--- config.mk ---
export PLATFORM = sky130hd
export DESIGN_NAME = shiftrows_pipe_flat
export DESIGN_NICKNAME = d
export VERILOG_FILES = /design/src/rtl/aes_pkg.sv /design/src/rtl/shiftrows_pipe_if.sv /design/src/rtl/shiftrows_perm.sv /design/src/rtl/shiftrows_pipe.sv /design/src/flat_wrapper.sv
export SDC_FILE = /design/constraint.sdc
export NUM_CORES = 1
export LEC_CHECK = 0
export ABC_CLOCK_PERIOD_IN_PS = 3100
export BUFFER_PORTS_ARGS = -buffer_cell sky130_fd_sc_hd__buf_2
export CAP_MARGIN = 20
export CORE_MARGIN = 2
export CORE_UTILIZATION = 52
export CTS_BUF_LIST = sky130_fd_sc_hd__clkbuf_4 sky130_fd_sc_hd__clkbuf_8
export DETAILED_ROUTE_END_ITERATION = 10
export GPL_ROUTABILITY_DRIVEN = 0
export PLACE_DENSITY_LB_ADDON = 0.2
export SLEW_MARGIN = 20
export SYNTH_ARGS = -nofsm -noshare
export SYNTH_HDL_FRONTEND = slang
export SYNTH_SLANG_ARGS = --single-unit
--- constraint.sdc ---
create_clock -name clk -period 3.1 [get_ports clk]
set_clock_uncertainty 0.15 [all_clocks]
set_input_delay 0.62 -clock clk [delete_from_list [all_inputs] [get_ports clk]]
set_output_delay 0.62 -clock clk [all_outputs]
set_load 0.1 [all_outputs]
--- src/rtl/aes_pkg.sv ---
// aes_pkg: shared AES state types and ShiftRows geometry helpers
package aes_pkg;
  typedef logic [7:0] aes_byte_t;
  typedef logic [127:0] aes_state_t;
  function automatic bit nb_legal(int nb);
    return nb == 4 || nb == 6 || nb == 8;
  endfunction
  function automatic int shift_ofs(int nb, int row);
    return (nb == 8 && row > 1) ? row + 1 : row;
  endfunction
  function automatic int byte_idx(int r, int c);
    return r + 4 * c;
  endfunction
endpackage

--- src/rtl/shiftrows_pipe_if.sv ---
// shiftrows_pipe_if: valid/ready block stream into and out of the ShiftRows pipeline
interface shiftrows_pipe_if #(parameter int NB = 4, parameter int DEPTH = 1);
  logic in_valid, in_ready, in_inv, out_valid, out_ready;
  logic [32*NB-1:0] in_data, out_data;
  logic [$clog2(DEPTH+1)-1:0] occupancy;
  modport master (output in_valid, in_inv, in_data, out_ready, input in_ready, out_valid, out_data, occupancy);
  modport slave (input in_valid, in_inv, in_data, out_ready, output in_ready, out_valid, out_data, occupancy);
endinterface

--- src/rtl/shiftrows_perm.sv ---
// shiftrows_perm: combinational Rijndael ShiftRows / InvShiftRows byte permutation
module shiftrows_perm import aes_pkg::*; #(parameter int NB = 4) (
  input  logic            inv_i,
  input  logic [32*NB-1:0] data_i,
  output logic [32*NB-1:0] data_o
);
  localparam int W = 32 * NB;
  for (genvar r = 0; r < 4; r++) begin : g_r
    for (genvar c = 0; c < NB; c++) begin : g_c
      localparam int S = shift_ofs(NB, r);
      localparam int DST = W - 8 - 8 * byte_idx(r, c);
      localparam int FWD = W - 8 - 8 * byte_idx(r, (c + S) % NB);
      localparam int INV = W - 8 - 8 * byte_idx(r, (c + NB - S) % NB);
      assign data_o[DST +: 8] = inv_i ? data_i[INV +: 8] : data_i[FWD +: 8];
    end
  end
endmodule

--- src/rtl/shiftrows_pipe.sv ---
// shiftrows_pipe: permutation in front of a DEPTH-stage elastic register chain
module shiftrows_pipe import aes_pkg::*; #(parameter int NB = 4, parameter int DEPTH = 1) (
  input logic clk,
  input logic rst_n,
  shiftrows_pipe_if.slave bus
);
  localparam int W = 32 * NB;
  localparam int OW = $clog2(DEPTH + 1);
  if (!nb_legal(NB) || DEPTH < 1 || DEPTH > 4) begin : g_bad
    $error("shiftrows_pipe: illegal NB=%0d or DEPTH=%0d", NB, DEPTH);
  end
  logic [W-1:0] perm;
  logic [W-1:0] data_q [DEPTH];
  logic [W-1:0] data_d [DEPTH];
  logic [W-1:0] up_d [DEPTH];
  logic [DEPTH-1:0] valid_q, valid_d, up_v, rdy;
  logic [OW-1:0] occ;
  shiftrows_perm #(.NB(NB)) u_perm (.inv_i(bus.in_inv), .data_i(bus.in_data), .data_o(perm));
  // a stage may load when downstream is ready or any later stage has a hole
  always_comb begin
    up_v[0] = bus.in_valid;
    up_d[0] = perm;
    for (int i = 1; i < DEPTH; i++) begin
      up_v[i] = valid_q[i-1];
      up_d[i] = data_q[i-1];
    end
    for (int i = 0; i < DEPTH; i++) begin
      rdy[i] = bus.out_ready || ((~valid_q) >> i) != '0;
      valid_d[i] = rdy[i] ? up_v[i] : valid_q[i];
      data_d[i] = (rdy[i] && up_v[i]) ? up_d[i] : data_q[i];
    end
  end
  always_comb begin
    occ = '0;
    for (int i = 0; i < DEPTH; i++) occ = occ + OW'(valid_q[i]);
  end
  always_ff @(posedge clk or negedge rst_n) begin
    if (!rst_n) begin
      valid_q <= '0;
      data_q <= '{default: '0};
    end else begin
      valid_q <= valid_d;
      data_q <= data_d;
    end
  end
  assign bus.in_ready = rdy[0];
  assign bus.out_valid = valid_q[DEPTH-1];
  assign bus.out_data = data_q[DEPTH-1];
  assign bus.occupancy = occ;
endmodule

--- src/flat_wrapper.sv ---
// flat-port wrapper written by rule: the top's interface ports become plain ports
module shiftrows_pipe_flat import aes_pkg::*;
#(parameter int NB = 4, parameter int DEPTH = 1)
  (clk, rst_n, bus_in_valid, bus_in_inv, bus_in_data, bus_out_ready, bus_in_ready, bus_out_valid, bus_out_data, bus_occupancy);
  shiftrows_pipe_if #(.NB(NB), .DEPTH(DEPTH)) bus_i ();
  input logic clk;
  input logic rst_n;
  input wire logic [$bits(bus_i.in_valid)-1:0] bus_in_valid;
  input wire logic [$bits(bus_i.in_inv)-1:0] bus_in_inv;
  input wire logic [$bits(bus_i.in_data)-1:0] bus_in_data;
  input wire logic [$bits(bus_i.out_ready)-1:0] bus_out_ready;
  output wire logic [$bits(bus_i.in_ready)-1:0] bus_in_ready;
  output wire logic [$bits(bus_i.out_valid)-1:0] bus_out_valid;
  output wire logic [$bits(bus_i.out_data)-1:0] bus_out_data;
  output wire logic [$bits(bus_i.occupancy)-1:0] bus_occupancy;
  assign bus_i.in_valid = bus_in_valid;
  assign bus_i.in_inv = bus_in_inv;
  assign bus_i.in_data = bus_in_data;
  assign bus_i.out_ready = bus_out_ready;
  assign bus_in_ready = bus_i.in_ready;
  assign bus_out_valid = bus_i.out_valid;
  assign bus_out_data = bus_i.out_data;
  assign bus_occupancy = bus_i.occupancy;
  shiftrows_pipe #(.NB(NB), .DEPTH(DEPTH)) u_core (.clk(clk), .rst_n(rst_n), .bus(bus_i));
endmodule
==> results.md <==
* Vias per inst at 5.40
* Site row count at 37
* Worst Setup SP: u_core.bus.out_valid$_DFFE_PN0P_
* Finished Core Util at 70.9%
* PortBufs at 263
* R2R setup slack at 1.25 ns
* Pin count of the biggest net entering global routing at 88
* Clk pwr share at 24.1%
* Max-cap violations at 0
* Critical Path AT at 1.44 ns
* Initial Util at 53.6%
* CTS buffer count at 17
* Sink Count at 129
* First-pass GRT wire length at 21800 um
* Clock Pin Slew Worst Setup and Hold Paths at 0.07 ns
* Share of layout cells above drive strength 1 at 52.7%
* Fin nets at 811
* TritonRoute pass-1 iters at 4
* Area of the die at 11500 sq um
* Setup crit end kind: output port
* Commonest non-fill, non-tap cells in the layout: 260 x buf_2, 129 x dfrtp_1, 64 x mux2i_1, 64 x a21oi_1, 64 x a31oi_1
* Clk root buf: clkbuf_8
* Gr ovfl total at 0
* Die Span Y at 107 um
* H-tree levels at 4
* Avg WL per Cell at 16.9 um
* Switching Share at 48.6%
* Hpwl dp at 10200 um
* Flop pwr share at 32.7%
* Worst Path Required at 2.33 ns
* Startpoint Class: register
* Distinct cell type count after synthesis at 11
* P_leak at 0.00358 uW
* CTS tree: done
* Period minus WS final at 2.21 ns
* I/O pin count at 264
* DRT antenna net count at 0
* Final Hold Fails at 0
* PwrDens at 854 nW/um^2
* Area of the multi-input gates at 2110 sq um
* Period utilization at 71.2%
* Worst-path maximum fanout at 4
* Syn_nets at 564
* Worst setup margin at 0.893 ns
* Post-CTS setup buffer count at 0
* Sequential Area at 3230 sq um
* Psw at 3050 uW
* Logic pwr share at 43.2%
* Worst R2R Start: u_core.bus.out_valid$_DFFE_PN0P_
* Post-Synthesis Cells at 431
* Post-route DRC at 0
* HP Class: in -> reg
* Via count at 4472
* GRT met2 Usage at 39.8%
* Global route hottest layer: met2
* CTS resizes at 0
* End of the critical path: bus_in_ready
* Slew @ Worst Pin at 0.810 ns
* CORE AREA at 10400 sq um
* Clock Path Buffers at 2
* Power after layout at 6280 uW
* Setup TNS at 0 ns
* Commonest non-fill, non-tap cell in the layout: buf_2
* Fmax at 0.453 GHz
* Starting DRC count in detailed routing at 260
* Part of the Yosys area used for sequential elements at 58.1%
* Fill cells at 796
* Initial antenna violation count at 1
* Peak supply drop at 388 uV
* GR Util All Layers at 24.6%
* Area delta synth->final at 32.2%
* Die width at 107 um
* Int Pwr at 3230 uW
* Routed WL at 14000 um
* RSZ-0062 raised after global routing: false
* DP Worst Slack at 0.776 ns
* Fin. max-slew vios at 0
* Avg Cell Area, Syn at 12.9 sq um
* Skew-Pair Late Insertion Delay at 0.42 ns
* Met3 Track Usage GR at 8.29%
* Synthesized cell area at 5560 sq um
* GR met1 Demand/Resource at 29.8%
* Status: finished clean
* Critical path class: reg -> out
* YS warnings at 0
* Finish-stage setup viols at 0
* Vias in the first global route at 4325
* Reg2Reg Depth at 3
* Relative slew slack at 46.0%
* Synth Register Bits at 129
* Reg-to-reg endpoint: u_core.bus.out_data[92]$_DFFE_PN0P_
sequential cells by signal, indices dropped and copies added, names as in the netlist:
signal,cells
u_core.bus.out_valid,1
u_core.bus.out_data,128
worst max-delay path: stages, from the launching register on:
cell	delay, ns
dfrtp_1	0.43
nand2b_4	0.13
buf_2	0.45
worst min-delay path by stage:
stage                                                     end                                 from  slack [ns]  cells past startpoint
after floorplan            u_core.bus.out_data[0]$_DFFE_PN0P_                                rst_n        0.17                      0
after global placement    u_core.bus.out_data[12]$_DFFE_PN0P_  u_core.bus.out_data[12]$_DFFE_PN0P_        0.32                      1
after detailed placement  u_core.bus.out_data[14]$_DFFE_PN0P_  u_core.bus.out_data[14]$_DFFE_PN0P_        0.34                      1
after CTS                 u_core.bus.out_data[13]$_DFFE_PN0P_                      bus_in_data[77]        0.23                      2
after global routing      u_core.bus.out_data[14]$_DFFE_PN0P_                      bus_in_data[78]        0.23                      2
final                     u_core.bus.out_data[13]$_DFFE_PN0P_                      bus_in_data[77]        0.26                      2
power by group through the flow:
stage | clock (uW) | sequential (uW) | combinational (uW)
finish | 1510 | 2050 | 2720
global placement | 0 | 2070 | 2700
detailed placement | 0 | 2080 | 2730
CTS | 1550 | 2050 | 2730
floorplan | 0 | 3900 | 399
global route | 1620 | 2080 | 2810
metal layers:
| layer | up-vias | part of all wire [%] |
|---|---|---|
| met1 | 2144 | 40 |
| met2 | 186 | 50 |
| li1 | 2111 | - |
| met4 | 0 | 2.5 |
| met3 | 31 | 8.2 |
| met5 | - | 0 |
synthesized netlist by cell type:
cell / n / area (sq um)
dfrtp_1: 129 / 3230
a21oi_1: 64 / 320
a31oi_1: 64 / 400
mux2i_1: 64 / 641
mux2_2: 60 / 676
buf_2: 25 / 125
buf_4: 9 / 67.6
clkbuf_1: 9 / 33.8
mux2_1: 4 / 45.0
nand2b_1: 2 / 12.5
nand2_4: 1 / 11.3
cell families after synthesis:
kind of cell	Yosys count	synth area share (%)
buffers and inverters	43	4.07
multiplexers	128	24.5
AND/OR/NAND/NOR	3	0.427
flip-flops	129	58.1
AO/OA/AOI/OAI	128	13.0
per-stage QoR:
stage / hold slack, ns / instance area [sq um] / std cells
6_report: 0.256 / 7350 / 828
5_1_grt: 0.232 / 7350 / 828
4_1_cts: 0.225 / 7350 / 827
3_5_place_dp: 0.337 / 6910 / 794
3_3_place_gp: 0.322 / 6910 / 794
2_1_floorplan: 0.174 / 5560 / 431
repair_timing:
item                       4_1_cts  5_1_grt
hold buffers                     1        0
hold endpoints to repair        26        0
setup endpoints to repair        0        0
cell type report:
type                       instances  share of cell area (%)
sequential                       129                    43.9
multi-input combinational        259                    28.7
timing repair buffer             271                    19.2
clock buffer                      20                    3.66
tap                              136                    2.31
clock inverter                    12                    2.14
antenna                            1                  0.0340
(Power assumes the default switching activity.)
